`config.mk`:
```
export PLATFORM = sky130hd
export DESIGN_NAME = mmio_uart_tx
export DESIGN_NICKNAME = d
export VERILOG_FILES = /design/src/rtl/mmio_uart_tx.sv
export SDC_FILE = /design/constraint.sdc
export NUM_CORES = 1
export LEC_CHECK = 0
export CAP_MARGIN = 20
export CORE_MARGIN = 2
export CORE_UTILIZATION = 29
export DETAILED_ROUTE_END_ITERATION = 10
export DONT_BUFFER_PORTS = 1
export MAX_ROUTING_LAYER = met4
export PLACE_DENSITY_LB_ADDON = 0.15
export SYNTH_ARGS = -nofsm -noshare
export SYNTH_HDL_FRONTEND = slang
export SYNTH_SLANG_ARGS = --single-unit
```
`constraint.sdc`:
```
create_clock -name clk -period 6.3 [get_ports clk]
set_clock_uncertainty 0.05 [all_clocks]
set_input_delay 0.63 -clock clk [delete_from_list [all_inputs] [get_ports clk]]
set_output_delay 0.63 -clock clk [all_outputs]
set_load 0.01 [all_outputs]
```
`src/rtl/mmio_uart_tx.sv`:
```
// Memory-mapped 8N1 UART transmitter: decodes a 3-word register window, queues
// software-written bytes in a small FIFO and serialises them on tx.
module mmio_uart_tx #(
    parameter logic [31:0] BASE_ADDR  = 32'h0001_0000,
    parameter int          CLK_DIV    = 16,
    parameter int          FIFO_DEPTH = 8
) (
    input  logic        clk,
    input  logic        rst,
    input  logic [31:0] data_addr,
    input  logic        data_read,
    input  logic [3:0]  data_write,
    input  logic [31:0] data_in,
    output logic        mmio_hit,
    output logic [31:0] mmio_rdata,
    output logic        tx,
    output logic        busy
);
    localparam int          PW        = $clog2(FIFO_DEPTH);
    localparam int          CW        = PW + 1;
    localparam int          DW        = $clog2(CLK_DIV);
    localparam logic [29:0] BASE_WORD = BASE_ADDR[31:2];

    typedef enum logic [1:0] {IDLE, START, DATA, STOP} state_t;

    state_t        state, state_next;
    logic [7:0]    mem [FIFO_DEPTH];
    logic [PW-1:0] wr_ptr, rd_ptr;
    logic [CW-1:0] count;
    logic          overflow;
    logic [7:0]    shift;
    logic [2:0]    bit_cnt;
    logic [DW-1:0] div;

    logic [29:0] word_off;
    logic        sel_txdata, sel_status;
    logic        push_req, push_ok, pop, w1c;
    logic        fifo_full, fifo_empty, div_last;
    logic [31:0] status;
    logic        unused_bits;

    // Offset relative to the base word; addresses below the base wrap to large values.
    assign word_off   = data_addr[31:2] - BASE_WORD;
    assign mmio_hit   = word_off < 30'd3;
    assign sel_txdata = word_off == 30'd0;
    assign sel_status = word_off == 30'd1;

    assign fifo_full  = count == CW'(FIFO_DEPTH);
    assign fifo_empty = count == '0;
    assign div_last   = div == DW'(CLK_DIV - 1);

    // Full is taken from the pre-edge count, so a push to a full FIFO drops even alongside a pop.
    assign push_req = sel_txdata && data_write[0];
    assign push_ok  = push_req && !fifo_full;
    assign w1c      = sel_status && data_write[0] && data_in[3];
    assign pop      = !fifo_empty && (state == IDLE || (state == STOP && div_last));

    assign busy       = (state != IDLE) || !fifo_empty;
    assign status     = {16'h0, 8'(count), 4'h0, overflow, busy, fifo_empty, fifo_full};
    assign mmio_rdata = (data_read && sel_status) ? status : 32'h0;

    assign unused_bits = ^{data_addr[1:0], data_write[3:1], data_in[31:8]};

    // NOTE: storage has no reset; count and pointers alone decide which entries are live.
    always_ff @(posedge clk) begin
        if (push_ok) mem[wr_ptr] <= data_in[7:0];
    end

    always_ff @(posedge clk or negedge rst) begin
        if (!rst) begin
            wr_ptr   <= '0;
            rd_ptr   <= '0;
            count    <= '0;
            overflow <= 1'b0;
        end else begin
            if (push_ok) wr_ptr <= wr_ptr + PW'(1);
            if (pop)     rd_ptr <= rd_ptr + PW'(1);
            case ({push_ok, pop})
                2'b10:   count <= count + CW'(1);
                2'b01:   count <= count - CW'(1);
                default: ;
            endcase
            if (push_req && fifo_full) overflow <= 1'b1;
            else if (w1c)              overflow <= 1'b0;
        end
    end

    // NOTE: state is non-blocking so every process samples the pre-edge value.
    always_ff @(posedge clk or negedge rst) begin
        if (!rst) state <= IDLE;
        else      state <= state_next;
    end

    always_ff @(posedge clk or negedge rst) begin
        if (!rst) begin
            shift   <= '0;
            bit_cnt <= '0;
            div     <= '0;
        end else if (pop) begin
            shift   <= mem[rd_ptr];
            bit_cnt <= '0;
            div     <= '0;
        end else if (state != IDLE) begin
            if (div_last) begin
                div <= '0;
                if (state == DATA) begin
                    shift   <= shift >> 1;
                    bit_cnt <= bit_cnt + 3'd1;
                end
            end else begin
                div <= div + DW'(1);
            end
        end
    end

    // NOTE: default first so no path through the case leaves state_next unassigned.
    always_comb begin
        state_next = state;
        case (state)
            IDLE:  if (!fifo_empty) state_next = START;
            START: if (div_last) state_next = DATA;
            DATA:  if (div_last && bit_cnt == 3'd7) state_next = STOP;
            STOP:  if (div_last) state_next = fifo_empty ? IDLE : START;
            default: state_next = IDLE;
        endcase
    end

    always_comb begin
        tx = 1'b1;
        case (state)
            START:   tx = 1'b0;
            DATA:    tx = shift[0];
            default: tx = 1'b1;
        endcase
    end
endmodule

```
# Word level (Yosys, flattened, before mapping)
# Memory sizes are Yosys's and may differ from the RTL's.
# Cells that the tools add are included.
totals:
  ff_bits: 28
  latch_bits: 0
  ramBits: 64
  rom_bits: 0
  in_bits: 71
  out_inout_bits: 35
  word_cells: 78
  mem_count: 1
op_classes:
  addsub: 7
  n_mul: 0
  div: 0
  magnitude_cmp: 1
  eq_ne: 13
  shift: 0
  n_mux: 24
  bitwise: 0
  reduce_logical: 24
memory_table:
  columns: ["name", "depth", "word_bits", "rd", "rd_clocked_by_memory_dff", "wr", "line_no", "text"]
  rows:
  - ["mem", 8, 8, 1, 0, 1, "27", "logic [7:0] mem [FIFO_DEPTH];"]
ops:
  columns: ["cell", "n"]
  rows:
  - ["2-to-1 mux 8 bit", 4]
  - ["== test 30 x 1 -> 1 bit, second input constant", 1]
  - ["zero test 30 bit", 1]
  - ["< comparator 30 x 2 -> 1 bit, second input constant", 1]
  - ["subtractor 30 x 15 -> 30 bit, second input constant", 1]
  - ["2-to-1 mux 12 bit", 1]
  - ["2-to-1 mux 3 bit", 4]
  - ["2-to-1 mux 4 bit", 3]
  - ["nonzero test 2 bit", 6]
  - ["adder 3 x 1 -> 3 bit, second input constant", 3]
  - ["logical AND 1 bit", 9]
  - ["adder 4 x 1 -> 4 bit, second input constant", 2]
  - ["== test 4 bit, second input constant", 2]
  - ["2-to-1 mux 2 bit", 4]
  - ["one-hot mux 2 bit (4 select lines)", 1]
  - ["one-hot mux 4 bit (2 select lines)", 1]
  - ["== test 2 bit, second input constant", 3]
  - ["inequality test 2 bit, second input constant", 3]
  - ["2-to-1 mux 1 bit", 5]
  - ["== test 2 x 1 -> 1 bit, second input constant", 2]
  - ["zero test 4 bit", 1]
  - ["AND reduction 4 bit", 1]
  - ["subtractor 4 x 1 -> 4 bit, second input constant", 1]
  - ["== test 3 bit, second input constant", 1]
  - ["other kinds (6)", 8]

# Longest topological paths before layout
logic_depth:
  depth_word: 6
  ltp_mapped: 12

# Worst setup path after synthesis
# No wires, ideal clock.
synth_path:
  kind: "input port to flip-flop"
  start: "input port data_addr[18]"
  end: "register count[2]"
  setup_time_ps: 127
  arrival_ps: 2551
  t_required_ps: 6123
  setup_slack_ps: 3571
  cell_stages: 10
  cell_sequence: "nor4b_1 and4b_1 nand3_1 ha_1 xor2_1 ha_1 a21oi_1 xor2_1 nor2_1 xor2_1"
synth_via:
  elab_chain_len: 6
  word_cells_on_any_way: 8
  cone_classes: "add/sub (1); eq/ne (2); mux (1); reduce/logical (4)"
synth_lines:
  columns: ["element", "line_no", "text"]
  rows:
  - ["start, declared", "10", "input logic [31:0] data_addr,"]
  - ["subtractor 30 x 15 -> 30 bit *", "43", "assign word_off = data_addr[31:2] - BASE_WORD;"]
  - ["zero test 30 bit *", "45", "assign sel_txdata = word_off == 30'd0;"]
  - ["logical AND 1 bit *", "53", "assign push_req = sel_txdata && data_write[0];"]
  - ["logical AND 1 bit *", "54", "assign push_ok = push_req && !fifo_full;"]
  - ["== test 2 x 1 -> 1 bit / == test 2 bit (equally long branches)", "78", "case ({push_ok, pop})"]
  - ["one-hot mux 4 bit (2 select lines) / nonzero test 2 bit (equally long branches)", null, null]
  - ["end signal, assigned", "79", "2'b10: count <= count + CW'(1);"]
  - ["end signal, assigned", "80", "2'b01: count <= count - CW'(1);"]
  - ["end, declared", "29", "logic [CW-1:0] count;"]
# Every way passes the cells marked *; elsewhere a longest branch is shown, timed or not.
# A chain may end at the register's enable or synchronous reset.

# Worst setup path after layout
layout_path:
  start: "input port data_addr[18]"
  end: "output port mmio_rdata[2]"
layout_via:
  elab_chain_len: 4
layout_lines:
  columns: ["element", "line_no", "text"]
  rows:
  - ["subtractor 30 x 15 -> 30 bit", "43", null]
  - ["== test 30 x 1 -> 1 bit", "46", "assign sel_status = word_off == 30'd1;"]
  - ["logical AND 1 bit", "60", "assign mmio_rdata = (data_read && sel_status) ? status : 32'h0;"]
  - ["2-to-1 mux 12 bit", "60", null]
  - ["end, declared", "15", "output logic [31:0] mmio_rdata,"]
# Every way passes these cells.

==> impl_metrics.csv <==
group,metric,value,unit
logic_synthesis,ys_seq_area_share,60.8,%
clock_tree,cts_sinks,92,
drt,post-route-drc-count,0,
sta,period_needed,2710,ps
worst_setup_path,r2r_cells,10,
cells_and_area,layout-drive-gt1-share,18.7,%
drt,vias,2291,
worst_setup_path,reg2reg_to,"count[2]",
placement,gp_congestion,0.753,
drt,ant_nets,0,
die,core-area,14500,µm²
sta,worstMarginPinSlew,953,ps
logic_synthesis,synth-main-ff-cell,"edfxtp_1",
drt,drtIter0Drc,86,
worst_setup_path,worst-r2r-setup-slack,3640,ps
die,die_x,126,µm
sta,rsz0062_at_grt,"no",
worst_setup_path,crit_path_top_delay_cell,"nor4b_1",
worst_setup_path,path_cells,"nor4b_1 -> and4b_1 -> nand4_1 -> nor2_1",
drt,firstDrtPassIters,4,
logic_synthesis,async_reset_ff_share,30.4,%
worst_setup_path,crit_path_end_kind,"primary output",
die,die_h,126,µm
worst_setup_path,critPathMaxFanout,5,
clock_tree,postCtsSetupRepairBufs,0,
global_route,antenna_found_initial,0,
placement,port_buffers,0,
drt,postRouteWirelength,8450,µm
clock_tree,post_cts_resized,0,
clock_tree,hold_buffers,1,
cells_and_area,area_growth_syn_to_layout,9.46,%
die,rows,44,
clock_tree,clockRootBuffer,"clkbuf_16",
clock_tree,cts_tree,"yes",
power_and_ir_drop,leakagePower,1.75,nW
global_route,grt_start_max_net_pins,29,
placement,hpwl,5520,µm
worst_setup_path,required,5620,ps
sta,hold_violations,0,
clock_tree,cts_buffers,9,
run_status,status,"complete, no violations",
clock_tree,clk_latency,340,ps
clock_tree,path_clk_slew,60,ps
drt,vias_per_cell,4.73,
logic_synthesis,ys_ff_latch,92,
sta,setup_tns,0,ps
die,dieArea,15900,µm²
clock_tree,cts.path.max_buffers,2,
logic_synthesis,synth.avg_cell_area,14.8,µm²
cells_and_area,diodes,0,
cells_and_area,nNetsFinal,380,
worst_setup_path,startpoint_type,"input port",
worst_setup_path,arrival,2030,ps
hold_path,hp-class,"input port to asynchronous set/reset pin",
sta,slew_headroom,36.2,%
job,drv_cap,0,
global_route,grt_overflow,0,
sta,fin_crit_sh,43.0,%
power_and_ir_drop,power.density,247,nW/µm²
worst_setup_path,r2r-start,"count[1]",
clock_tree,h-tree-depth,3,
power_and_ir_drop,peakVddDrop,0.159,mV
sta,final-setup-viol-count,0,
logic_synthesis,synth_edf_count,64,
worst_setup_path,crit_type,"input port to primary output",
sta,fmax,369,MHz
global_route,grt_usage,11.3,%
global_route,grt_pass1_wl,13000,µm
logic_synthesis,synth.distinct_cells,52,
logic_synthesis,synth_warnings,0,
global_route,grt_pass1_vias,2321,
sta,slew_violations,0,
drt,routedWlPerCell,17.5,µm
logic_synthesis,syn_inst,291,
die,initial_core_util,29.7,%
logic_synthesis,synth_area,4310,µm²
worst_setup_path,slowest_delay,520,ps
die,pin_count,106,
sta,whs,54.6,ps
synthesized netlist by cell type, drive strengths merged, types with 2 or more instances:
cell    count  share of area (%)
nor3        3               0.35
and3b       2               0.52
and4        2               0.41
nand3b      2               0.35
and2        5               0.75
a211oi      2               0.35
nor2       17                1.7
inv         4               0.35
xnor2       2               0.41
xor2        7                1.4
o21ai       7               0.81
and3        3               0.44
nand2      16                1.4
mux2i       8                1.9
or4         2               0.44
mux4       16                8.4
nand4       7                1.0
and4b       2               0.55
clkbuf      4               0.35
nor4        7                1.0
nand3       3               0.35
nand2b      3               0.44
o221a       7                1.8
a32o        3               0.70
nor2b       2               0.29
ha         13                3.8
a21oi       5               0.58
mux2        5                1.4
dfrtp      28                 16
edfxtp     64                 45
buf        28                4.8
cells by family after synthesis:
family	count (synthesis)	share of synthesized area (%)
other	1	0.0870
AND/OR/NAND/NOR	81	11.0
AO/OA/AOI/OAI	30	5.43
adder cells (fa/ha/maj)	13	3.77
multiplexers	29	11.6
XOR/XNOR	9	1.83
buffers and inverters	36	5.46
flip-flops	92	60.8
metal layers:
metal | GRT usage (%) | routed length (µm)
met1 | 13.7 | 3920
met2 | 17.6 | 4060
met3 | 4.33 | 380
met4 | 3.68 | 95
met5 | - | 0
registers in the layout, indices dropped and copies added, names as in the netlist:
register and cells:
state 2, rd_ptr 3, count 4, overflow 1
mem 64, wr_ptr 3, div 4, shift 8
bit_cnt 3
cell usage in the layout, fill, tap and decap left out, types with 4 or more instances in the layout:
| master | instances |
|---|---|
| nand4_1 | 7 |
| mux2_2 | 4 |
| mux4_2 | 16 |
| nor4_1 | 7 |
| ha_1 | 13 |
| dfrtp_1 | 28 |
| a21oi_1 | 5 |
| o21ai_0 | 7 |
| conb_1 | 24 |
| nand2_1 | 16 |
| o221a_2 | 7 |
| inv_1 | 4 |
| edfxtp_1 | 64 |
| clkbuf_16 | 9 |
| xor2_1 | 7 |
| and2_1 | 4 |
| nor2_1 | 16 |
| mux2i_1 | 8 |
worst max-delay path, delay by kind of cell:
kind             cells  cell delay, ps
and+or+nand+nor      4            1400
through the flow:
stage	worst slack [ps]	std cells	util, %	total power, mW	cell area, µm²
after CTS	3560	484	32.5	1.18	4720
after global placement	3260	468	30.5	0.679	4430
after global routing	3410	484	32.5	1.20	4720
final	3590	484	32.5	1.16	4720
after detailed placement	3220	468	30.5	0.680	4430
after floorplan	3570	314	-	0.689	4400
power by group:
part	internal (mW)	switching, mW
logic	0.00622	0.0136
registers	0.651	0.00153
clock network	0.266	0.226
total	0.923	0.241
worst max-delay path by stage:
stage / startpoint / endpoint / slack [ps]
5_1_grt: state[0] / count[2] / 3410
3_3_place_gp: data_addr[18] / mem[2][5] / 3260
4_1_cts: data_addr[18] / mmio_rdata[2] / 3560
6_report: data_addr[18] / mmio_rdata[2] / 3590
2_1_floorplan: data_addr[18] / count[2] / 3570
3_5_place_dp: data_addr[18] / mem[4][5] / 3220
final cells by class:
| cell class | instances | area, µm² |
|---|---|---|
| Inverter | 4 | 15.0 |
| Clock inverter | 6 | 41.3 |
| Sequential cell | 92 | 2620 |
| Clock buffer | 9 | 225 |
| Fill cell | 1438 | 9810 |
| Tap cell | 184 | 230 |
| Multi-Input combinational cell | 186 | 1550 |
| Timing Repair Buffer | 3 | 35.0 |
Power figures use the tool's default switching activity.
